--- config.mk ---
export PLATFORM = sky130hd
export DESIGN_NAME = dab_modulator_flat
export DESIGN_NICKNAME = d
export VERILOG_FILES = /design/src/rtl/dab_pkg.sv /design/src/rtl/dab_modulator_if.sv /design/src/rtl/dab_level_gen.sv /design/src/rtl/dab_modulator.sv /design/src/flat_wrapper.sv
export SDC_FILE = /design/constraint.sdc
export NUM_CORES = 1
export LEC_CHECK = 0
export CAP_MARGIN = 5
export CELL_PAD_IN_SITES_DETAIL_PLACEMENT = 2
export CELL_PAD_IN_SITES_GLOBAL_PLACEMENT = 2
export CORE_MARGIN = 3
export CORE_UTILIZATION = 30
export CTS_BUF_LIST = sky130_fd_sc_hd__clkbuf_16
export DETAILED_ROUTE_END_ITERATION = 8
export PLACE_DENSITY = 0.73
export SLEW_MARGIN = 15
export SYNTH_ARGS = -nofsm -noshare
export SYNTH_HDL_FRONTEND = slang
export SYNTH_HIERARCHICAL = 1
export SYNTH_SLANG_ARGS = --single-unit
--- constraint.sdc ---
create_clock -name clk -period 5.45 [get_ports clk]
set_input_delay 1.3625 -clock clk [delete_from_list [all_inputs] [get_ports clk]]
set_output_delay 1.3625 -clock clk [all_outputs]
set_load 0.02 [all_outputs]
--- src/rtl/dab_pkg.sv ---
// Shared types and constants for the dual-active-bridge modulator and the
// downstream deadtime/gate-drive stage.
package dab_pkg;

    localparam int unsigned W_DEFAULT = 16;

    // Three-level bridge command; 2'b10 is never produced.
    typedef logic signed [1:0] level_t;

    localparam level_t LVL_POS  = 2'sb01;
    localparam level_t LVL_ZERO = 2'sb00;
    localparam level_t LVL_NEG  = 2'sb11;

endpackage

--- src/rtl/dab_modulator_if.sv ---
// Settings and level-command bundle between the controller and the modulator.
interface dab_modulator_if
    import dab_pkg::*;
#(
    parameter int unsigned W = W_DEFAULT
) ();

    logic         CE;
    logic         en;
    logic [W-1:0] half_period;
    logic [W-1:0] phase;
    logic [W-1:0] d1;
    logic [W-1:0] d2;
    level_t       V1;
    level_t       V2;
    logic         sync;

    modport master (
        output CE, en, half_period, phase, d1, d2,
        input  V1, V2, sync
    );

    modport slave (
        input  CE, en, half_period, phase, d1, d2,
        output V1, V2, sync
    );

endinterface

--- src/rtl/dab_level_gen.sv ---
// Three-level waveform lookup: zero for d ticks at the start of each half-cycle,
// +1 for the rest of the first half, -1 for the rest of the second half.
module dab_level_gen
    import dab_pkg::*;
#(
    parameter int unsigned W = W_DEFAULT
) (
    input  logic [W:0]   q_i,
    input  logic [W-1:0] d_i,
    input  logic [W-1:0] n_i,
    output level_t       level_c_o
);

    localparam int unsigned CW = W + 1;

    logic [W:0] n_ext;
    logic [W:0] d_ext;
    logic [W:0] nd;

    assign n_ext = {1'b0, n_i};
    assign d_ext = {1'b0, d_i};
    assign nd    = CW'(n_ext + d_ext);

    always_comb begin
        level_c_o = LVL_NEG;
        if (q_i < d_ext) begin
            level_c_o = LVL_ZERO;
        end else if (q_i < n_ext) begin
            level_c_o = LVL_POS;
        end else if (q_i < nd) begin
            level_c_o = LVL_ZERO;
        end
    end

endmodule

--- src/rtl/dab_modulator.sv ---
// Phase-shift modulator: shared carrier counter with double-buffered settings
// that only swap at the carrier wrap, driving V1/V2 level commands and sync.
module dab_modulator
    import dab_pkg::*;
#(
    parameter int unsigned W = W_DEFAULT
) (
    input  logic             clk,
    input  logic             rst,
    dab_modulator_if.slave   bus
);

    localparam int unsigned CW = W + 1;

    logic [W:0]   cnt_q,  cnt_d;
    logic [W-1:0] n_q,    n_d;
    logic [W-1:0] ph_q,   ph_d;
    logic [W-1:0] d1_q,   d1_d;
    logic [W-1:0] d2_q,   d2_d;
    level_t       v1_q,   v1_d;
    level_t       v2_q,   v2_d;
    logic         sync_q, sync_d;

    logic [W:0]   two_n;
    logic [W:0]   last_pos;
    logic         run;
    logic         wrap;
    logic         load;

    logic [W:0]   in_last;
    logic [W-1:0] ph_clamp;
    logic [W-1:0] d1_clamp;
    logic [W-1:0] d2_clamp;

    logic [W:0]   ph_ext;
    logic [W+1:0] p2_wide;
    logic [W:0]   p2;

    level_t       lvl1_c;
    level_t       lvl2_c;

    assign two_n    = {n_q, 1'b0};
    assign last_pos = CW'(two_n - CW'(1));
    assign run      = bus.en && (n_q >= W'(2));
    assign wrap     = (cnt_q == last_pos);
    assign load     = !run || wrap;

    // Clamp against the incoming half-period, since that is what gets latched with them.
    assign in_last  = CW'({bus.half_period, 1'b0} - CW'(1));
    assign ph_clamp = ({1'b0, bus.phase} > in_last) ? W'(in_last) : bus.phase;
    assign d1_clamp = (bus.d1 > bus.half_period) ? bus.half_period : bus.d1;
    assign d2_clamp = (bus.d2 > bus.half_period) ? bus.half_period : bus.d2;

    // V2 position is V1 position minus the lag, wrapped into 0..2N-1.
    assign ph_ext  = {1'b0, ph_q};
    assign p2_wide = (W+2)'({1'b0, cnt_q} + {1'b0, two_n} - {2'b00, ph_q});
    assign p2      = (cnt_q >= ph_ext) ? CW'(cnt_q - ph_ext) : CW'(p2_wide);

    dab_level_gen #(.W(W)) u_lvl1 (
        .q_i       (cnt_q),
        .d_i       (d1_q),
        .n_i       (n_q),
        .level_c_o (lvl1_c)
    );

    dab_level_gen #(.W(W)) u_lvl2 (
        .q_i       (p2),
        .d_i       (d2_q),
        .n_i       (n_q),
        .level_c_o (lvl2_c)
    );

    always_comb begin
        n_d    = n_q;
        ph_d   = ph_q;
        d1_d   = d1_q;
        d2_d   = d2_q;
        cnt_d  = '0;
        v1_d   = LVL_ZERO;
        v2_d   = LVL_ZERO;
        sync_d = 1'b0;

        if (load) begin
            n_d  = bus.half_period;
            ph_d = ph_clamp;
            d1_d = d1_clamp;
            d2_d = d2_clamp;
        end

        if (run) begin
            cnt_d  = wrap ? '0 : CW'(cnt_q + CW'(1));
            v1_d   = lvl1_c;
            v2_d   = lvl2_c;
            sync_d = (cnt_q == '0);
        end
    end

    always_ff @(posedge clk or posedge rst) begin
        if (rst) begin
            cnt_q  <= '0;
            n_q    <= '0;
            ph_q   <= '0;
            d1_q   <= '0;
            d2_q   <= '0;
            v1_q   <= LVL_ZERO;
            v2_q   <= LVL_ZERO;
            sync_q <= 1'b0;
        end else if (bus.CE) begin
            cnt_q  <= cnt_d;
            n_q    <= n_d;
            ph_q   <= ph_d;
            d1_q   <= d1_d;
            d2_q   <= d2_d;
            v1_q   <= v1_d;
            v2_q   <= v2_d;
            sync_q <= sync_d;
        end
    end

    assign bus.V1   = v1_q;
    assign bus.V2   = v2_q;
    assign bus.sync = sync_q;

endmodule

--- src/flat_wrapper.sv ---
// flat-port wrapper written by rule: the top's interface ports become plain ports
module dab_modulator_flat import dab_pkg::*;
#(
    parameter int unsigned W = W_DEFAULT
)
  (clk, rst, bus_CE, bus_en, bus_half_period, bus_phase, bus_d1, bus_d2, bus_V1, bus_V2, bus_sync);
  dab_modulator_if #(.W(W)) bus_i ();
  input  logic clk;
  input  logic rst;
  input wire logic [$bits(bus_i.CE)-1:0] bus_CE;
  input wire logic [$bits(bus_i.en)-1:0] bus_en;
  input wire logic [$bits(bus_i.half_period)-1:0] bus_half_period;
  input wire logic [$bits(bus_i.phase)-1:0] bus_phase;
  input wire logic [$bits(bus_i.d1)-1:0] bus_d1;
  input wire logic [$bits(bus_i.d2)-1:0] bus_d2;
  output wire logic [$bits(bus_i.V1)-1:0] bus_V1;
  output wire logic [$bits(bus_i.V2)-1:0] bus_V2;
  output wire logic [$bits(bus_i.sync)-1:0] bus_sync;
  assign bus_i.CE = bus_CE;
  assign bus_i.en = bus_en;
  assign bus_i.half_period = bus_half_period;
  assign bus_i.phase = bus_phase;
  assign bus_i.d1 = bus_d1;
  assign bus_i.d2 = bus_d2;
  assign bus_V1 = bus_i.V1;
  assign bus_V2 = bus_i.V2;
  assign bus_sync = bus_i.sync;
  dab_modulator #(.W(W)) u_core (.clk(clk), .rst(rst), .bus(bus_i));
endmodule
Word-level counts from Yosys, hierarchy flattened
Index checks and enable logic that the tools add are counted.
{ "word_totals": {"rom_bits": 0, "latchBits": 0, "in_bits": 68, "ramBits": 0, "elab_cells": 48, "mem_count": 0, "output_inout_bits": 5, "register_bits": 86} }
{ "classes": {"n_shift": 0, "n_mul": 0, "reduce_logical": 5, "n_lt_le_gt_ge": 11, "n_eq_ne": 1, "div": 0, "n_mux": 15, "n_addsub": 8, "bitwise": 0} }
{ "ops": {"columns": ["operator", "n"], "rows": [
  ["< comparator 17 x 16 -> 1 bit", 4],
  ["two-way mux 17 bit", 3],
  ["two-way mux 16 bit", 3],
  ["adder 16 x 16 -> 17 bit", 2],
  ["< comparator 17 bit", 2],
  ["subtractor 17 x 1 -> 17 bit (second input constant)", 2],
  ["subtractor 17 x 16 -> 17 bit", 2],
  ["greater-than comparator 16 bit", 2],
  ["adder 17 x 1 -> 17 bit (second input constant)", 1],
  ["adder 17 bit", 1],
  ["== test 17 bit", 1],
  [">= comparator 17 x 16 -> 1 bit", 1],
  ["greater-than comparator 16 x 17 -> 1 bit", 1],
  ["logical NOT 17 bit", 1],
  [">= comparator 16 x 2 -> 1 bit (second input constant)", 1],
  ["two-way mux 2 bit", 8],
  ["AND reduction 2 bit", 1],
  ["logical AND 1 bit", 1],
  ["logical NOT 1 bit", 1],
  ["logical OR 1 bit", 1],
  ["two-way mux 1 bit", 1]
]} }

Depth between registers and ports, before layout
Gate-level depths: netlist of the first run.
{ "depth": {"ltp_word": 8, "ltp_mapped": 23, "depth_no_buf": 23} }

By module
Netlist of the first run, hierarchy kept.
{ "modules_own_cells": {"columns": ["mod", "area_each_um2", "seq_area_each_um2", "cells_per_inst", "n_inst"], "rows": [
  ["dab_modulator", 8237.9, 2152.1, 864, 1],
  ["dab_level_gen (u_core.u_lvl2)", 1855.5, 0.0, 247, 1],
  ["dab_level_gen (u_core.u_lvl1)", 1853.0, 0.0, 248, 1]
]} }

Worst setup path before layout of the first run
OpenSTA, ideal clock, no wires.
{ "synth_path": {"path_kind": "input to register", "startpoint": "in bus_half_period[2]", "endpoint": "reg u_core.ph_q[8]", "path_slack_ns": 0.937, "setup_time_ns": 0.125, "required_ns": 5.325, "arrival_ns": 4.388, "n_path_buf": 2, "cell_stages": 15, "path_cell_list": "nor4_1 nand4_1 or2_1 nor4_1 xnor2_1 ha_1 nand3_1 or2_2 nor3_1 nor3_1 or3_1 buf_2 buf_6 mux2i_1 mux2_4"} }
{ "synth_between": {"elab_chain_len": 3} }
{ "synth_lines": {"columns": ["element", "line_no", "text"], "rows": [
  ["start: declaration", "flat_wrapper.sv:12", "input wire logic [$bits(bus_i.half_period)-1:0] bus_half_period;"],
  ["subtractor 17 x 1 -> 17 bit *", "dab_modulator.sv:49", "assign in_last = CW'({bus.half_period, 1'b0} - CW'(1));"],
  ["greater-than comparator 16 x 17 -> 1 bit", "dab_modulator.sv:50", "assign ph_clamp = ({1'b0, bus.phase} > in_last) ? W'(in_last) : bus.phase;"],
  ["two-way mux 16 bit *", "dab_modulator.sv:50", null],
  ["end signal: assignment", "dab_modulator.sv:111", "ph_q <= ph_d;"],
  ["end: declaration", "dab_modulator.sv:17", "logic [W-1:0] ph_q, ph_d;"]
]} }
Every way passes the cells marked *; elsewhere a longest branch is shown, timed or not.
A chain may end at the register's enable or synchronous reset.

Worst setup path in the final report of the first run
{ "layout_path": {"startpoint": "in bus_half_period[2]", "endpoint": "reg u_core.ph_q[11]"} }
Same word-level chain as after synthesis.

==> results by group, run 1 <==
Routing
  • Post-route antenna net violation count: 0
  • Routed WL: ~45000 um
  • DRT Pass-1 Iters: 4
  • Vias per inst: 5.39
  • Initial DRC Count: 470
  • DRC errors left: 0
  • DR WL/cell: 22.6 um
  • Via count: approximately 11000

Finish
  • Commonest non-fill, non-tap cell in the layout: ha_1
  • Final core utilization: 0.354
  • Final Net Count: approximately 1800
  • Commonest non-fill, non-tap cells in the layout: ha_1, inv_1, a21oi_1, dfrtp_1, clkdlybuf4s50_1
  • Area Growth Syn to Fin: 15.6%
  • Fraction of layout cells with a size suffix above 1: 0.109

Critical path
  • Max stage delay cell, worst path: clkdlybuf4s50_1
  • Crit path max-delay family: simple AND/OR/NAND/NOR gates
  • Startpoint types: primary input
  • CP arrival: 5.24 ns
  • Crit path kind: primary input to flip-flop
  • Worst path cell trace: clkdlybuf4s50_1 -> nor4_1 -> buf_4 -> nand4_1 -> or2_1 -> nor4_1 -> xnor2_1 -> ha_1 -> nand3_1 -> or2_2 -> nor3_1 -> nor3_1 -> or3_1 -> buf_4 -> mux2i_1 -> mux2_4
  • Slowest Stage Delay on Critical Path: about 0.43 ns
  • Critical Path RT: ~5.7 ns
  • Worst Setup End Kind: flip-flop
  • Worst-path fanout max: 7
  • Worst Path Buf+Inv: 3

Floorplanning
  • Initial Util: 0.306
  • Cell Rows: between 70 and 80
  • Die X: slightly above 200 um
  • Die area: 42300 um^2
  • Die Y: 206 um
  • Std-Cell Core Area: ~39000 um^2
  • I/O pin count: 73

Global route
  • First-pass GRT wire length: 69500 um
  • Vias in the first global route: 12000
  • Total global-route track usage: 0.216
  • Global route overflow: 0
  • Largest net degree at the start of global routing: 46
  • Met2 Use GR: 0.390
  • Global Route met3 Usage: 0.0199
  • Top Usage Layer GRT: met2
  • Grt met1 use: 0.270
  • Initial antenna violation count: 0

CTS
  • Setup bufs post-CTS: 0
  • Largest buffer count on any clock path: 2
  • CTS tree: built
  • H-tree depth: 3
  • Clock Sinks: 86
  • Worst-Skew Late Latency: 0.36 ns
  • Num CTS Buffers: 9
  • Root Driver: clkbuf_16
  • Clk slew on worst S/H paths: 0.07 ns

Logic synthesis
  • Largest cells by area after synthesis: ha_1, dfrtp_1, inv_1
  • Share of synthesized registers carrying an async set or reset: 1.00
  • Post-synth top area share: 0.217
  • Post-Syn Area: 11900 um^2
  • Syn nets: 1653
  • Mapped Cells: 1359
  • Post-synthesis register bit count: 86
  • EDFF count, synth: 0
  • Top FF cell, synth: dfrtp_1
  • Average size of a mapped cell: 8.79 um^2
  • Post-synthesis sequential area ratio: 0.180
  • Distinct cells, synth: 76
  • Yosys warnings: 6
  • Yosys top cell by area: ha_1

STA
  • Worst Max-Slew Pin Slew: between 1 and 1.5 ns
  • Final Hold Slack: approximately 0.54 ns
  • Fin crit share: 0.917
  • Period minus WS final: 5.00 ns
  • Worst Clk Skew: 0.00580 ns
  • Final setup vio count: 0
  • Max-slew violations: 0
  • Fin Setup TNS: 0 ns
  • Slew HR: 0.301
  • Final Hold Vio Count: 0
  • RSZ-0062 raised after global routing: false
  • Fmax: 200 MHz

Placed design
  • Hpwl dp: ~38000 um
  • Port-buffer cells: 72
  • Final RePlAce weighted congestion: 0.900

Run
  • Max-cap violations: 0

Power
  • Leakage power: 6.91 nW
  • Pwr per Cell Area: 373 nW/um^2
  • Maximum vdd drop: 0.160 mV

Status
  • Outcome: complete, no violations

Min path
  • Worst Hold Class: flip-flop to flip-flop
==> timing repair <==
action,CTS,global route
hold buffers,0,0
setup endpoints to repair,0,2
gates resized for setup,0,1
==> layer usage <==
layer | wire length (um) | vias up
met1 | 19800 | 5409
met5 | 0 | -
met2 | 22400 | 160
met3 | 1170 | 53
met4 | 1370 | 0
li1 | - | 5055
==> worst reg2reg max path: cells and delay by family, from the launching register on <==
| kind | cells | cell delay [ns] |
|---|---|---|
| AOI/OAI and AO/OA | 9 | 1.83 |
| xor gates and xnor gates | 1 | 0.10 |
| adders and majority gates | 3 | 1.25 |
| buffers and inverters | 2 | 0.21 |
| DFF | 1 | 0.54 |
| muxes | 1 | 0.32 |
| and+or+nand+nor | 4 | 0.56 |
==> kinds of logic after synthesis <==
| family | Yosys count | share of synthesized area |
|---|---|---|
| multiplexers | 119 | 0.121 |
| AO/OA/AOI/OAI | 315 | 0.170 |
| AND/OR/NAND/NOR | 296 | 0.132 |
| XOR/XNOR | 98 | 0.0718 |
| adder cells (fa/ha/maj) | 226 | 0.249 |
| buffers and inverters | 219 | 0.0770 |
| flip-flops | 86 | 0.180 |
==> worst paths after layout <==
path	start	to	slack (ns)	cells after the start
hold / removal	u_core/ph_q[0]	u_core/ph_q[0]	0.54	1
setup / recovery	bus_half_period[2]	u_core/ph_q[11]	0.45	16
max in group asynchronous	rst	u_core/cnt_q[9]	2.88	3
setup reg to reg	u_core/cnt_q[2]	u_core/bus.V2[1]	0.47	20
hold reg to reg	u_core/ph_q[0]	u_core/ph_q[0]	0.54	1
min in group asynchronous	rst	u_core/d1_q[2]	1.46	2
==> stage by stage <==
stage          setup WS, ns  instances  area, um^2  power (mW)
2_1_floorplan         0.937       1359       11900        3.30
3_3_place_gp         0.0456       1966       13500        4.26
3_5_place_dp         0.0550       1966       13500        4.45
4_1_cts               0.354       1981       13800        5.21
5_1_grt              0.0472       1981       13800        5.72
6_report              0.450       1982       13800        5.15
==> sequential cells by signal (all words and copies together) (netlist names) <==
register / count
u_core/bus.V1: 2
u_core/bus.V2: 2
u_core/bus.sync: 1
u_core/cnt_q: 17
u_core/d1_q: 16
u_core/d2_q: 16
u_core/n_q: 16
u_core/ph_q: 16
==> Yosys cell counts, drive strengths merged, types with 4 or more instances <==
| cell type | n |
|---|---|
| ha | 207 |
| inv | 197 |
| a21oi | 105 |
| dfrtp | 86 |
| mux2 | 78 |
| nand2 | 69 |
| o21ai | 62 |
| xnor2 | 60 |
| nor2 | 51 |
| a21o | 48 |
| mux2i | 41 |
| xor2 | 38 |
| nor3 | 34 |
| nand4 | 32 |
| nand3 | 29 |
| fa | 19 |
| nor4 | 17 |
| a31oi | 12 |
| clkbuf | 12 |
| nand2b | 11 |
| o211ai | 11 |
| a211oi | 10 |
| and4 | 10 |
| buf | 10 |
| nor2b | 10 |
| o21a | 9 |
| o21bai | 8 |
| a211o | 7 |
| and3 | 7 |
| o22ai | 7 |
| or3 | 7 |
| o31ai | 6 |
| or2 | 6 |
| a2111oi | 5 |
| and2 | 4 |
==> power by group <==
part	internal, mW	total, mW	switching (mW)	leakage [nW]
clock	0.446	0.731	0.285	0.160
combinational	1.51	3.51	2.01	5.70
sequential	0.738	0.906	0.168	1.05
total	2.69	5.15	2.46	6.91
==> area by class of cell <==
class                           count  area, um^2
Antenna cell                        1        2.50
Clock buffer                        9         225
Clock inverter                      6         110
Fill cell                        4339       25200
Inverter                          197         741
Multi-Input combinational cell   1054        8900
Sequential cell                    86        2150
Tap cell                          518         648
Timing Repair Buffer              111        1030
Power figures use the tool's default switching activity.
==> inputs of run 2 (changes only) <==
GPL_TIMING_DRIVEN = 0   (was unset)
PLACE_DENSITY = unset   (was 0.73)
PLACE_DENSITY_LB_ADDON = 0.1   (was unset)
==> run 2 against run 1 <==
Effect of this change: power down 2.6%; flip-flop and latch count stayed put; clock-buffer cell count did not move; clock power fell by 14%; utilization fell by 0.051 points; sequential share of layout area is 0.13 points higher; combinational power is 3% lower; hold slack got worse by 0.0010 ns; global-route usage is 1.1 points higher; highest routed layer unchanged.
==> results by group, run 2 (synthesis gave the netlist of run 1 again) <==
Global route
  • Vias in the first global route: 11600 (was 12000)
  • Largest net degree at the start of global routing: 65 (was 46)
  • Initial antenna violation count: 0 (unchanged)
  • Total global-route track usage: 0.227 (was 0.216)
  • Global route overflow: 0 (unchanged)
  • First-pass GRT wire length: 71500 um (was 69500 um)

STA
  • Worst Clk Skew: 0.0167 ns (was 0.00580 ns)
  • Worst Max-Slew Pin Slew: 0.921 ns (was 1.04 ns)
  • Final setup vio count: 0 (unchanged)
  • Max-slew violations: 0 (unchanged)
  • Fmax: 190 MHz (was 200 MHz)
  • Slew HR: 0.383 (was 0.301)
  • Final Hold Vio Count: 0 (unchanged)
  • Fin crit share: 0.968 (was 0.917)
  • Final worst setup slack: 0.174 ns (was 0.450 ns)
  • RSZ-0062 raised after global routing: true (was false)
  • Final Hold Slack: 0.537 ns (was 0.538 ns)
  • Period minus WS final: 5.28 ns (was 5.00 ns)

Finish
  • Cell area after layout: 13800 um^2 (about the same)
  • Max reg flops: 17 (unchanged)
  • Commonest non-fill, non-tap cells in the layout: ha_1, inv_1, a21oi_1, dfrtp_1, clkdlybuf4s50_1 (unchanged)
  • Commonest non-fill, non-tap cell in the layout: ha_1 (unchanged)
  • Area Growth Syn to Fin: 15.4% (was 15.6%)
  • Final core utilization: 0.353 (was 0.354)
  • Final Net Count: 1742 (was 1753)
  • Fraction of layout cells with a size suffix above 1: 0.115 (was 0.109)
  • Largest Register: u_core/cnt_q (unchanged)

Critical path
  • Crit path max-delay family: simple AND/OR/NAND/NOR gates (unchanged)
  • Max stage delay cell, worst path: clkdlybuf4s50_1 (unchanged)
  • Critical Path RT: 5.70 ns (was 5.69 ns)
  • CP arrival: 5.53 ns (was 5.24 ns)
  • Worst path cell trace: clkdlybuf4s50_1 -> nor4_2 -> nand4_1 -> or2_4 -> nor4_4 -> xnor2_2 -> ha_1 -> nand3_1 -> or2_2 -> nor3_1 -> nor3_1 -> or3_1 -> buf_2 -> buf_6 -> mux2i_1 -> mux2_4 (was clkdlybuf4s50_1 -> nor4_1 -> buf_4 -> nand4_1 -> or2_1 -> nor4_1 -> xnor2_1 -> ha_1 -> nand3_1 -> or2_2 -> nor3_1 -> nor3_1 -> or3_1 -> buf_4 -> mux2i_1 -> mux2_4)
  • Crit path kind: primary input to flip-flop (unchanged)
  • Worst reg2reg path startpoint: u_core/n_q[3] (was u_core/cnt_q[2])
  • Cell mode on critical path: nor3_1
  • Setup crit start: bus_half_period[5] (was bus_half_period[2])
  • Worst Setup End Kind: flip-flop (unchanged)
  • Worst-path fanout max: 10 (was 7)
  • Slowest Stage Delay on Critical Path: 0.57 ns (was 0.43 ns)
  • Startpoint types: primary input (unchanged)
  • Worst Path Buf+Inv: 3 (unchanged)

Floorplanning
  • Std-Cell Core Area: 39000 um^2 (unchanged)
  • Initial Util: 0.306 (unchanged)
  • Die X: 206 um (unchanged)
  • I/O pin count: 73 (unchanged)
  • Die Y: 206 um (unchanged)
  • Cell Rows: 72 (unchanged)
  • Die area: 42300 um^2 (unchanged)

Routing
  • DR WL/cell: 24.0 um (was 22.6 um)
  • Vias per inst: 5.34 (was 5.39)
  • Post-route antenna net violation count: 0 (unchanged)
  • Routed WL: 47400 um (was 44700 um)
  • DRC errors left: 0 (unchanged)
  • DRT Pass-1 Iters: 4 (unchanged)
  • Initial DRC Count: 387 (was 470)
  • Via count: 10500 (was 10700)

Placed design
  • Cell Area, Placed: 13300 um^2 (was 13500 um^2)
  • Pre-CTS setup slack: -0.647 ns (was 0.0550 ns)
  • Final RePlAce weighted congestion: 0.819 (was 0.900)
  • Hpwl dp: 40000 um (was 37900 um)
  • Port-buffer cells: 72 (unchanged)

Power
  • Total Power: 5.02 mW (was 5.15 mW)
  • Leakage power: 6.82 nW (was 6.91 nW)
  • Pwr per Cell Area: 364 nW/um^2 (was 373 nW/um^2)
  • Maximum vdd drop: 0.135 mV (was 0.160 mV)

CTS
  • Num CTS Buffers: 9 (unchanged)
  • H-tree depth: 3 (unchanged)
  • Clk slew on worst S/H paths: 0.08 ns (was 0.07 ns)
  • Root Driver: clkbuf_16 (unchanged)
  • Worst-Skew Late Latency: 0.37 ns (was 0.36 ns)
  • CTS tree: built (unchanged)
  • Largest buffer count on any clock path: 2 (unchanged)
  • Clock Sinks: 86 (unchanged)

Min path
  • Hold path start: u_core/bus.V2[1] (was u_core/ph_q[0])
  • Worst Hold Class: flip-flop to flip-flop (unchanged)

Status
  • Outcome: complete, no violations (unchanged)

Run
  • Max-cap violations: 0 (unchanged)
-- run 2: cell types whose count changed in the layout (fill, tap and decap cells not counted), sizes merged --
cell	delta
bufinv	-3
clkbuf	+12
clkinvlp	+3
clkinv	+2
clkdlybuf4s50	-1
diode	+1
buf	-23
inv	-1
dlymetal6s2s	+1
-- run 2: tightest hold or removal path, cell delays in order (launching register included) --
cell     delay (ns)
dfrtp_1        0.38
inv_1          0.05
o22ai_1        0.06
-- run 2: repair_timing --
item	CTS	global route
buffers inserted	0	5
resized for setup	12	31
hold buffers	0	0
endpoints found under the setup margin	11	17
pin swaps	0	7
-- run 2: per-stage QoR --
step / instances / setup TNS [ns]
floorplan: 1359 / 0
global placement: 1949 / -10.24
detailed placement: 1950 / -8.71
CTS: 1966 / 0
global route: 1971 / -0.0423
finish: 1973 / 0
-- run 2: cell type report --
| type | instances | area [um^2] |
|---|---|---|
| Antenna cell | 2 | 5.00 |
| Buffer | 22 | 184 |
| Clock buffer | 9 | 225 |
| Clock inverter | 7 | 50.0 |
| Fill cell | 4412 | 25200 |
| Inverter | 197 | 752 |
| Multi-Input combinational cell | 1054 | 8970 |
| Sequential cell | 86 | 2170 |
| Tap cell | 518 | 648 |
| Timing Repair Buffer | 78 | 788 |
-- run 2: worst paths after layout --
| path | endpoint | slack [ns] | cells past startpoint |
|---|---|---|---|
| worst max-delay path | u_core/ph_q[9] | 0.17 | 16 |
| max in group asynchronous | u_core/cnt_q[9] | 3.46 | 3 |
| min in group asynchronous | u_core/d1_q[4] | 1.31 | 2 |
| worst min register to register | u_core/bus.V2[1] | 0.54 | 2 |
| worst max register to register | u_core/bus.V2[1] | 0.36 | 20 |
| worst min-delay path | u_core/bus.V2[1] | 0.54 | 2 |
-- run 2: metal layers --
layer / track usage / share of wire
met5: 0 / 0
met2: 0.407 / 0.50
met4: 0.0596 / 0.020
met1: 0.292 / 0.45
met3: 0.0191 / 0.026
-- run 2: power by group --
| group | total, mW | internal (mW) | leakage, nW | switching (mW) |
|---|---|---|---|---|
| registers | 0.975 | 0.739 | 1.04 | 0.236 |
| clock network | 0.630 | 0.311 | 0.129 | 0.319 |
| logic | 3.41 | 1.48 | 5.65 | 1.93 |
| total | 5.02 | 2.53 | 6.82 | 2.48 |
